<file path="config.mk">
export PLATFORM = sky130hd
export DESIGN_NAME = miter_log_fifo
export DESIGN_NICKNAME = d
export VERILOG_FILES = /design/src/rtl/miter_seq_lockstep_checker_log_fifo.sv
export SDC_FILE = /design/constraint.sdc
export NUM_CORES = 1
export LEC_CHECK = 0
export CAP_MARGIN = 10
export CORE_MARGIN = 1
export CORE_UTILIZATION = 45
export DETAILED_ROUTE_END_ITERATION = 10
export HOLD_SLACK_MARGIN = 0.02
export PLACE_DENSITY = 0.63
export SYNTH_ARGS = -nofsm -noshare
export SYNTH_HDL_FRONTEND = slang
export SYNTH_SLANG_ARGS = --single-unit
</file>
<file path="constraint.sdc">
create_clock -name clk -period 4.85 [get_ports clk]
set_clock_uncertainty 0.1 [all_clocks]
set_input_delay 0.485 -clock clk [delete_from_list [all_inputs] [get_ports clk]]
set_output_delay 0.485 -clock clk [all_outputs]
set_load 0.02 [all_outputs]
</file>
<file path="src/rtl/miter_seq_lockstep_checker_log_fifo.sv">
// Mismatch-log FIFO; head is read straight from the register array, zeroed when empty.
module miter_log_fifo #(
  parameter int DEPTH = 8,
  parameter int E_W   = 8
) (
  input  logic           clk,
  input  logic           rst,
  input  logic           clr,
  input  logic           push,
  input  logic [E_W-1:0] din,
  input  logic           pop,
  output logic           full,
  output logic           empty,
  output logic [E_W-1:0] dout
);
  localparam int AW = $clog2(DEPTH);

  logic [E_W-1:0] r_mem [DEPTH];
  logic [AW-1:0]  r_wp, r_rp;
  logic [AW:0]    r_cnt;
  logic           w_push, w_pop;

  assign full   = (r_cnt == (AW+1)'(DEPTH));
  assign empty  = (r_cnt == '0);
  assign w_pop  = pop && !empty;
  // A pop in the same cycle frees the slot, so a full FIFO still accepts.
  assign w_push = push && (!full || w_pop);
  assign dout   = empty ? '0 : r_mem[r_rp];

  always_ff @(posedge clk) begin
    if (rst || clr) begin
      r_wp  <= '0;
      r_rp  <= '0;
      r_cnt <= '0;
    end else begin
      if (w_push) r_wp <= r_wp + 1'b1;
      if (w_pop)  r_rp <= r_rp + 1'b1;
      r_cnt <= r_cnt + (AW+1)'(w_push) - (AW+1)'(w_pop);
    end
  end

  always_ff @(posedge clk) begin
    if (w_push) r_mem[r_wp] <= din;
  end

endmodule

</file>
; Word level (Yosys, flattened, before mapping)
; Memories as Yosys holds them, arrays and structs flattened. A register that Yosys moved wholly into a read port is not among the register bits.
; Cells that the tools add are included.
; Widths: inputs -> output; s select.
[classes]
n_mux = 5
bitwise = 0
magnitude_cmp = 0
n_eq_ne = 1
div = 0
n_reduce_logical = 7
multipliers = 0
n_addsub = 4
shifts = 0
[ops]
columns = operator, count
row1 = $mux 8, 1
row2 = $add 3x1->3 const B, 2
row3 = $mux 3, 2
row4 = $add 4x1->4, 1
row5 = $eq 4x4->1 const B, 1
row6 = $logic_not 4->1, 1
row7 = $sub 4x1->4, 1
row8 = $logic_and 1x1->1, 2
row9 = $logic_not 1->1, 2
row10 = $logic_or 1x1->1, 2
row11 = $mux 1, 2
[word_totals]
memories = 1
latch_bits = 0
output_inout_bits = 10
regBits = 10
ram_bits = 64
inputBits = 13
romBits = 0
word_cells = 21
[memory_table]
columns = name, depth, width, read_ports, rd_ports_with_merged_regs, wr, line_no
row1 = r_mem, 8, 8, 1, 1, 1, 18  ; logic [E_W-1:0] r_mem [DEPTH];

; Logic depth before layout (Yosys ltp)
; Gate-level depths: netlist of run 1.
[depth]
depth_word = 7
mapped_depth = 11
depth_no_buf = 11

; Least setup slack after synthesis of run 1
; No wires, ideal clock.
[synth_path]
path_kind = register -> register
start = register r_cnt[2]
end = register r_cnt[2]
setup_ps = 121
required_ps = 4629
period_less_slack_ps = 2218
slack_ps = 2632
arrival_time_ps = 1998
stages_incl_launch_ff = 12
n_path_buf = 0
path_cell_list = dfxtp_1 > inv_1 > ha_1 > or3b_1 > inv_2 > or3_1 > nand2_1 > ha_1 > inv_1 > fa_1 > xor2_1 > nor2_1
[synth_between]
elab_chain_len = 7
[synth_lines]
columns = item, line_no
row1 = from (decl), 20  ; logic [AW:0] r_cnt;
row2 = from (signal assigned), 38  ; r_cnt <= r_cnt + (AW+1)'(w_push) - (AW+1)'(w_pop);
row3 = $logic_not 4->1 (*), 24  ; assign empty = (r_cnt == '0);
row4 = via empty, 13  ; output logic empty,
row5 = $logic_not 1->1 (*), 25  ; assign w_pop = pop && !empty;
row6 = $logic_and 1x1->1 (*), 25
row7 = $logic_or 1x1->1, 27  ; assign w_push = push && (!full || w_pop);
row8 = $logic_and 1x1->1, 27
row9 = $add 4x1->4, 38
row10 = $sub 4x1->4 (*), 38
; Mark *: on every way through the listed nets, which the timed path passes. The rest lies on a longest branch.
; A chain may end at the register's enable or synchronous reset.

==> results of run 1 <==
[through the flow]
step / std cells / power, mW
after global routing: 296 / 1.439
after CTS: 296 / 1.403
final: 296 / 1.389
after detailed placement: 280 / 0.9130
after global placement: 280 / 0.9067
after floorplan: 179 / 0.8458
[metal layers]
metal  part of all wire (%)  vias to the layer above  routed length (µm)  GRT usage, %
li1                       -                      768                   -             -
met1                     42                      838                2362         19.65
met2                     54                       37                3000         30.33
met3                    2.8                        6                 155         3.657
met4                    1.3                        0                  74         10.00
met5                      0                        -                   0             0
[flip-flops by register name, indices dropped and copies added (netlist names), named ones only]
signal	cells
r_mem	64
r_cnt	4
r_rp	3
r_wp	3
[power breakdown]
group,switching [mW],leakage (nW),internal [mW]
logic,0.0817,0.431,0.0751
clock network,0.213,0.112,0.278
registers,0.0101,0.686,0.730
[worst min path at each step]
stage               endpoint  cells past startpoint
CTS                  r_rp[2]                      2
detailed placement  register                      2
floorplan           register                      2
global placement     r_rp[2]                      2
finish              register                      2
global route        register                      2
[placed cells by master, fill, tap and decap left out, drive strengths merged]
cell type,count
or3,5
nor2b,1
or4,1
or2,1
or3b,2
a22o,8
nor3,4
inv,9
dfxtp,13
fa,1
o211ai,2
clkbuf,14
a21o,1
ha,7
a21boi,1
o21ai,3
nand2,8
and2,2
edfxtp,64
nand2b,3
buf,5
a21oi,6
xor2,1
mux4,16
nor2,7
nand3,1
o31ai,1
clkinv,2
clkdlybuf4s50,22
mux2i,4
nor4,1
[cell families (layout without fill, tap and decap cells)]
kind of cell    count (synthesis)  in the layout
simple gates                   36             36
xor+xnor                        1              1
flops                          77             77
buf+inv                        15             52
compound gates                 22             22
mux                            20             20
fa+ha+maj                       8              8
[final cells by class]
cell class / count / area [µm²] / area share (%)
Multi-Input combinational cell: 87 / 879.6 / 23.97
Clock inverter: 2 / 10.01 / 0.2728
Timing Repair Buffer: 27 / 257.7 / 7.024
Clock buffer: 14 / 206.4 / 5.626
Tap cell: 80 / 100.1 / 2.728
Sequential cell: 77 / 2182 / 59.46
Inverter: 9 / 33.78 / 0.9206
[tightest hold or removal path, stage by stage (launching register included)]
cell     delay [ns]
dfxtp_1        0.32
o31ai_1        0.07
a21oi_1        0.07
==> run summary, run 1 <==
Final Util = 54.31%
Crit Reg-Reg Endpoint = r_cnt[2]
Max_cap viols = 0
Global-route wire length before repair = 9121 µm
GRT Total Usage = 17.30%
Post-synthesis adder-cell area fraction = 3.422%
Cells after synthesis = 179
Grt ovf = 0
CTS H-tree depth = 3
DRC = 0
Post-synth EDFFs = 64
Fmax = 295.3 MHz
Dpl cell area = 3453 µm²
Die H = 85.59 µm
Top delay family on crit path = flip-flops
RSZ-0062 raised after global routing = no
HP Start = r_rp[2]
Largest net degree at the start of global routing = 17
I/O pin total = 23
Levels on crit path = 3
Syn Nets = 200
Final period utilization = 69.82%
CP cell instances = mux4_1, a22o_1, clkdlybuf4s50_1
CTS Buf Count = 9
Initial antenna violation count = 0
Syn. warnings = 0
Post-Route WL = 5592 µm
Initial DRC Count = 96
Area share of the largest cell type after synthesis = 61.12%
Slowest CP cell = dfxtp_1
Post-CTS resize count = 0
Fillcell total = 557
Final setup viols = 0
Number of distinct library cells after synthesis = 34
Longest Clk Path Bufs = 2
Worst slew pin tran = 1.038 ns
Post-CTS setup buffers = 0
Share of cells above drive strength 1 = 14.81%
# diodes = 0
Die X = 85.59 µm
Mux cell area share after synthesis = 13.45%
Setup TNS = 0 ns
Worst Setup Start Kind = register
Vias in the first global route = 1,817
Die ar. = 7326 µm²
Kind of critical path = reg2out
Status = finished clean
Root buf cell = clkbuf_8
Wire per inst = 18.89 µm
Crit end category = primary output
LEAKAGE = 1.229 nW
Most frequent cell after synthesis = edfxtp_1
Pre-antenna DRT Iters = 4
Hold buffers post-CTS = 0
Hold Crit Class = reg2reg
Port buffer count = 22
Area Overhead vs Synth = 16.71%
Critical path peak fanout = 16
Critical R2R Launch = r_cnt[2]
Sequential fraction of the synthesis area = 69.40%
Core ar. = 6756 µm²
Synth Area in Compound Gates = 4.855%
Synth top cells by count = edfxtp_1 (64), dfxtp_1 (13), mux4_2 (10)
Max VDD drop = 0.1270 mV
Most area-consuming cells after synthesis = edfxtp_1 (61%), dfxtp_1 (8.3%), mux4_2 (7.2%), mux4_1 (5.0%), ha_1 (2.8%)
Pwr dens = 378.4 nW/µm²
Cell taking the most area after synthesis = edfxtp_1
Post-synth ARST share = 0%
Final Hold Fails = 0
Bufs and invs on worst path = 1
Final worst path period need = 3.386 ns
Post-detail-place hpwl = 3821 µm
Initial core utilization = 46.54%
Reg2Reg Depth = 11
Register-to-register setup slack = 2.43 ns
CP arrival = 2.80 ns
Avg Cell Area, Syn = 17.57 µm²
Worst skew pair latency = 0.34 ns
Main combinational cell family by area after synthesis = multiplexers
Hold Slack = 0.4059 ns
Final Max Slew Viols = 0
Num Clock Sinks = 77
Cell area after layout = 3670 µm²
Antenna-violating nets left = 0
Slew HR = 30.67%
#FFs+latches synth = 77
Setup WS pre-CTS = 1.790 ns
CTS tree = built
Synth Area in Simple Gates = 5.969%
Synth Area in XOR/XNOR = 0.2786%
Row count = 30
Max incr delay on CP = 1.01 ns
Setup crit end = dout[7]
GP Congestion = 0.8081
Final WS setup = 1.464 ns
Clock transition at path regs = 0.07 ns
Layout Nets = 232
Mapped Area = 3144 µm²
Vias = 1,649
Vias per cell = 5.571
Worst EP required = 4.26 ns
Most used flip-flop cell after synthesis = edfxtp_1
No activity file was read; power rests on OpenSTA's default activity.
==> inputs of run 2 (changes only) <==
Settings changed: PLACE_DENSITY 0.63 to 0.65.
Clock period 4.85 ns to 2.87 ns, I/O delays scaled along.
==> run 2 against run 1 <==
Compared with the run above: sequential cell count stayed put; sequential power up 68%; wire length up 5.0%; die area did not move; critical path depth is 4 higher; highest routed layer unchanged; register-to-register slack got worse by 1.9 ns; cell area up 0.34%; non-clock buffer count grew 5.
==> run summary, run 2 (synthesized netlist as in run 1, its figures left out) <==
Worst Setup Start Kind = register
# diodes = 0 (unchanged)
Longest Clk Path Bufs = 2 (unchanged)
Pre-antenna DRT Iters = 4 (unchanged)
Final worst path period need = 2.738 ns
Status = finished clean
Layout Nets = 237 (+2.2%)
Cell Count, Final, Fillers Out = 301 (+1.7%)
Placed instance count = 285 (+1.8%)
Initial antenna violation count = 0 (unchanged)
Core ar. = 6756 µm² (unchanged)
Post-detail-place hpwl = 3813 µm (-0.21%)
Die ar. = 7326 µm² (unchanged)
Leading cell type in the layout, fill and taps excluded = edfxtp_1
RSZ-0062 raised after global routing = no
Max_cap viols = 0 (unchanged)
Largest regs = r_mem: 64 flops, r_cnt: 4 flops
Area Overhead vs Synth = 17.11%
Port buffer count = 22 (unchanged)
Final Hold Fails = 0 (unchanged)
Die X = 85.59 µm (unchanged)
Pwr dens = 601.4 nW/µm² (+59%)
Num Clock Sinks = 77 (unchanged)
Max reg flops = 64 (unchanged)
CTS Buf Count = 9 (unchanged)
Final period utilization = 95.40%
Max incr delay on CP = 0.53 ns (-0.48 ns)
Kind of critical path = reg2out
Grt ovf = 0 (unchanged)
Highest-count cells in the layout ignoring fill and taps = edfxtp_1 (64), clkdlybuf4s50_1 (15), dfxtp_1 (13), mux4_2 (10), buf_4 (10)
Wire per inst = 19.51 µm (+3.3%)
Worst EP required = 2.48 ns (-1.78 ns)
Cell area after layout = 3682 µm² (+0.34%)
Bufs and invs on worst path = 3 (+2)
GP Congestion = 0.7550 (-6.6%)
Die H = 85.59 µm (unchanged)
Global-route wire length before repair = 9059 µm (-0.68%)
Slowest CP cell = clkdlybuf4s50_1
Dpl cell area = 3491 µm² (+1.1%)
Worst skew pair latency = 0.34 ns (about the same)
Row count = 30 (unchanged)
Initial core utilization = 46.54% (unchanged)
Slew HR = 68.39% (+38 points)
Fmax = 365.2 MHz
Hold Slack = 0.4078 ns (+0.001919 ns)
CTS H-tree depth = 3 (unchanged)
CP arrival = 2.35 ns (-0.45 ns)
GRT Total Usage = 17.47% (+0.17 points)
Max VDD drop = 0.2351 mV (+85%)
CP cell instances = inv_1, ha_1, or3b_1, inv_2, nor2_4, a22o_1, clkdlybuf4s50_1
LEAKAGE = 1.343 nW (+9.3%)
Final Max Slew Viols = 0 (unchanged)
Vias in the first global route = 1,802 (-0.83%)
Antenna-violating nets left = 0 (unchanged)
Setup TNS = 0 ns (unchanged)
Vias = 1,722 (+4.4%)
CTS tree = built
Final setup viols = 0 (unchanged)
Top delay family on crit path = buffers and inverters
Vias per cell = 5.721 (+2.7%)
I/O pin total = 23 (unchanged)
DRC = 0 (unchanged)
Final Util = 54.50% (+0.19 points)
Initial DRC Count = 123 (+28%)
Post-Route WL = 5874 µm (+5.0%)
Crit end category = primary output
Critical path peak fanout = 9 (-7)
Worst slew pin tran = 0.4691 ns (-0.5693 ns)
Root buf cell = clkbuf_8
Reg with most FFs = r_mem
Hold Crit Class = reg2reg
Largest net degree at the start of global routing = 17 (unchanged)
Fillcell total = 526 (-5.6%)
Clock transition at path regs = 0.08 ns (about the same)
Share of cells above drive strength 1 = 17.65% (+2.8 points)
-- run 2: changes by cell type in the layout (fill, tap and decap cells not counted), sizes merged, moves of 2 or more --
cell | before | now
buf | 5 | 10
clkbuf | 14 | 9
clkdlybuf4s50 | 22 | 15
clkinv | 2 | 4
clkinvlp | 0 | 2
dlymetal6s2s | 0 | 7
-- run 2: timing repair --
action / CTS / global route
hold buffers: 0 / 0
gates cloned: 0 / 0
resized for setup: 2 / 8
endpoints found under the setup margin: 8 / 8
buffers inserted: 0 / 0
-- run 2: through the flow --
stage | power (mW) | setup WS (ns)
3_5_place_dp | 1.544 | 0.1260
3_3_place_gp | 1.531 | 0.2723
4_1_cts | 2.235 | 0.008314
2_1_floorplan | 1.429 | 0.6515
5_1_grt | 2.303 | 0.004882
6_report | 2.215 | 0.1321
-- run 2: cell type report --
cell class	count	area, µm²	area share [%]
Clock inverter	7	41.29	1.121
Clock buffer	9	123.9	3.364
Tap cell	80	100.1	2.718
Timing Repair Buffer	32	312.8	8.495
Multi-Input combinational cell	87	888.4	24.13
Inverter	9	33.78	0.9174
Sequential cell	77	2182	59.26
-- run 2: power by group --
part | internal [mW] | switching (mW)
Clock | 0.308 | 0.388
Combinational | 0.126 | 0.150
Sequential | 1.23 | 0.00994
-- run 2: metal layers --
layer / part of all wire (%) / vias up / track usage, % / routed length (µm)
li1: - / 781 / - / -
met1: 41 / 866 / 21.97 / 2409
met2: 51 / 63 / 28.73 / 3007
met3: 6.0 / 12 / 3.369 / 351
met4: 1.8 / 0 / 9.697 / 105
met5: 0 / - / 0 / 0
-- run 2: final timing paths --
kind | cells after the start | endpoint | slack, ns | from
worst min register to register | 2 | r_rp[2] | 0.41 | r_rp[2]
worst max-delay path | 7 | dout[6] | 0.13 | r_cnt[2]
worst max register to register | 11 | r_cnt[2] | 0.52 | r_cnt[2]
worst min-delay path | 2 | r_rp[2] | 0.41 | r_rp[2]
-- run 2: worst min-delay path: stages, from the launching register on --
cell     delay, ns
dfxtp_1       0.32
o31ai_1       0.07
a21oi_1       0.07
==> inputs of run 3 (changes only) <==
Settings changed: PLACE_DENSITY 0.65 to 0.63.
Clock period 2.87 ns to 3.15 ns, I/O delays scaled along.
==> run 3 against run 2 <==
Compared with the run above: sequential cell count is the same; final cell count increased by 0.33%; non-clock buffer count increased by 1; clock-buffer cell count up 3; highest routed layer unchanged; setup slack gained 0.12 ns; critical path depth is 1 higher; register-to-register slack better by 0.25 ns; die area unchanged; critical path type unchanged; global-route usage decreased by 0.74 points; first-iteration DRC count is 28% higher; worst hold slack got worse by 0.0055 ns.
==> run summary, run 3 (synthesized netlist as in run 1, its figures left out) <==
Worst Setup Start Kind = register
Largest regs = r_mem: 64 flops, r_cnt: 4 flops
I/O pin total = 23 (unchanged)
Worst skew pair latency = 0.34 ns (about the same)
Max incr delay on CP = 0.53 ns (about the same)
Reg with most FFs = r_mem
Initial DRC Count = 157 (+28%)
Setup TNS = 0 ns (unchanged)
RSZ-0062 raised after global routing = no
M1 WL = 2254 µm (-6.4%)
Slew HR = 71.59% (+3.2 points)
Status = finished clean
Leading cell type in the layout, fill and taps excluded = edfxtp_1
Vias per cell = 5.427 (-5.1%)
Vias = 1,639 (-4.8%)
CP cell instances = inv_1, ha_1, or3b_1, inv_2, nor2_1, buf_4, a22o_1, clkdlybuf4s50_1
Final period utilization = 92.02%
Grt ovf = 0 (unchanged)
Core ar. = 6756 µm² (unchanged)
Vias in the first global route = 1,707 (-5.3%)
Post-CTS resize count = 0 (-2)
DRC = 0 (unchanged)
Pre-antenna DRT Iters = 4 (unchanged)
GP Congestion = 0.8353 (+11%)
Initial core utilization = 46.54% (unchanged)
Placed instance count = 286 (+0.35%)
Worst EP required = 2.73 ns (+0.25 ns)
Max_cap viols = 0 (unchanged)
Num Clock Sinks = 77 (unchanged)
WL met2 = 2678 µm (-11%)
GRT Total Usage = 16.74% (-0.74 points)
Pwr dens = 571.6 nW/µm² (-5.0%)
CTS tree = built
Post-detail-place hpwl = 3490 µm (-8.5%)
Final setup viols = 0 (unchanged)
CTS H-tree depth = 3 (unchanged)
Post-Route WL = 5312 µm (-9.6%)
# diodes = 0 (unchanged)
Max Used Layer = met4
Port buffer count = 22 (unchanged)
Layout Nets = 238 (+0.42%)
Final Hold Fails = 0 (unchanged)
Slowest CP cell = clkdlybuf4s50_1
Clock transition at path regs = 0.08 ns (about the same)
Max reg flops = 64 (unchanged)
Hold buffers post-CTS = 0 (unchanged)
Final WS setup = 0.2514 ns (+0.1193 ns)
Top delay family on crit path = buffers and inverters
Met3 WL = 287 µm (-18%)
Post-CTS setup buffers = 0 (unchanged)
Max VDD drop = 0.2306 mV (-1.9%)
Row count = 30 (unchanged)
Initial antenna violation count = 0 (unchanged)
Critical path peak fanout = 9 (unchanged)
Worst slew pin tran = 0.4216 ns (-0.04749 ns)
Antenna-violating nets left = 0 (unchanged)
Crit end category = primary output
Share of cells above drive strength 1 = 17.12% (-0.53 points)
Hold Crit Class = reg2reg
Setup WS pre-CTS = 0.6233 ns (+0.4972 ns)
Final Max Slew Viols = 0 (unchanged)
Die ar. = 7326 µm² (unchanged)
Die H = 85.59 µm (unchanged)
Final worst path period need = 2.899 ns
Area Overhead vs Synth = 17.43%
Die X = 85.59 µm (unchanged)
Wire per inst = 17.59 µm (-9.9%)
Kind of critical path = reg2out
CP arrival = 2.48 ns (+0.13 ns)
CTS Buf Count = 9 (unchanged)
Highest-count cells in the layout ignoring fill and taps = edfxtp_1 (64), clkdlybuf4s50_1 (22), dfxtp_1 (13), buf_4 (11)
Global-route wire length before repair = 8652 µm (-4.5%)
Root buf cell = clkbuf_8
Bufs and invs on worst path = 4 (+1)
Tot Pwr = 2.111 mW (-4.7%)
LEAKAGE = 1.250 nW (-6.9%)
Cell Count, Final, Fillers Out = 302 (+0.33%)
Longest Clk Path Bufs = 2 (unchanged)
Largest net degree at the start of global routing = 17 (unchanged)
Fmax = 345.0 MHz
Hold Slack = 0.4023 ns (-0.005516 ns)
==> run 3: cell types whose count changed in the layout (fill, tap and decap cells not counted), sizes merged <==
| cell | delta |
|---|---|
| clkinvlp | -2 |
| clkbuf | +3 |
| dlymetal6s2s | -7 |
| clkdlybuf4s50 | +7 |
| bufinv | +1 |
| buf | +1 |
| inv | -1 |
| clkinv | -1 |
==> run 3: layout make-up <==
class | count | area [µm²]
flip-flops and latches | 77 | 2182
clock inverters | 4 | 48.80
repair buffers | 33 | 302.8
multi-input cells | 87 | 879.6
inverters | 9 | 33.78
clock buffers | 12 | 145.1
fillers | 543 | 3064
well taps | 80 | 100.1
==> run 3: metal layers <==
layer  global-route usage, %  up-vias
met3                   4.620        9
met4                   7.273        0
met1                   20.10      805
li1                        -      784
met5                       0        -
met2                   28.44       41
==> run 3: tightest hold or removal path, stage by stage (launching register included) <==
cell and delay, ns:
dfxtp_1 0.31, o31ai_1 0.06, a21oi_1 0.08
==> run 3: report_power, final <==
group | internal, mW | leakage, nW | total [mW] | switching, mW
clock | 0.387 | 0.100 | 0.726 | 0.339
sequential | 1.12 | 0.686 | 1.13 | 0.00884
combinational | 0.121 | 0.463 | 0.252 | 0.131
==> run 3: worst paths after layout <==
check             startpoint  endpoint  slack (ns)  cells after the start
setup / recovery    r_cnt[2]   dout[6]        0.25                      8
hold / removal       r_rp[2]   r_rp[2]        0.40                      2
setup reg to reg    r_cnt[2]  r_cnt[2]        0.77                     11
hold reg to reg      r_rp[2]   r_rp[2]        0.40                      2
==> run 3: per-stage QoR <==
stage	util [%]	instance area [µm²]
floorplan	-	3144
global placement	51.78	3498
detailed placement	51.78	3498
CTS	54.65	3692
global route	54.65	3692
finish	54.65	3692
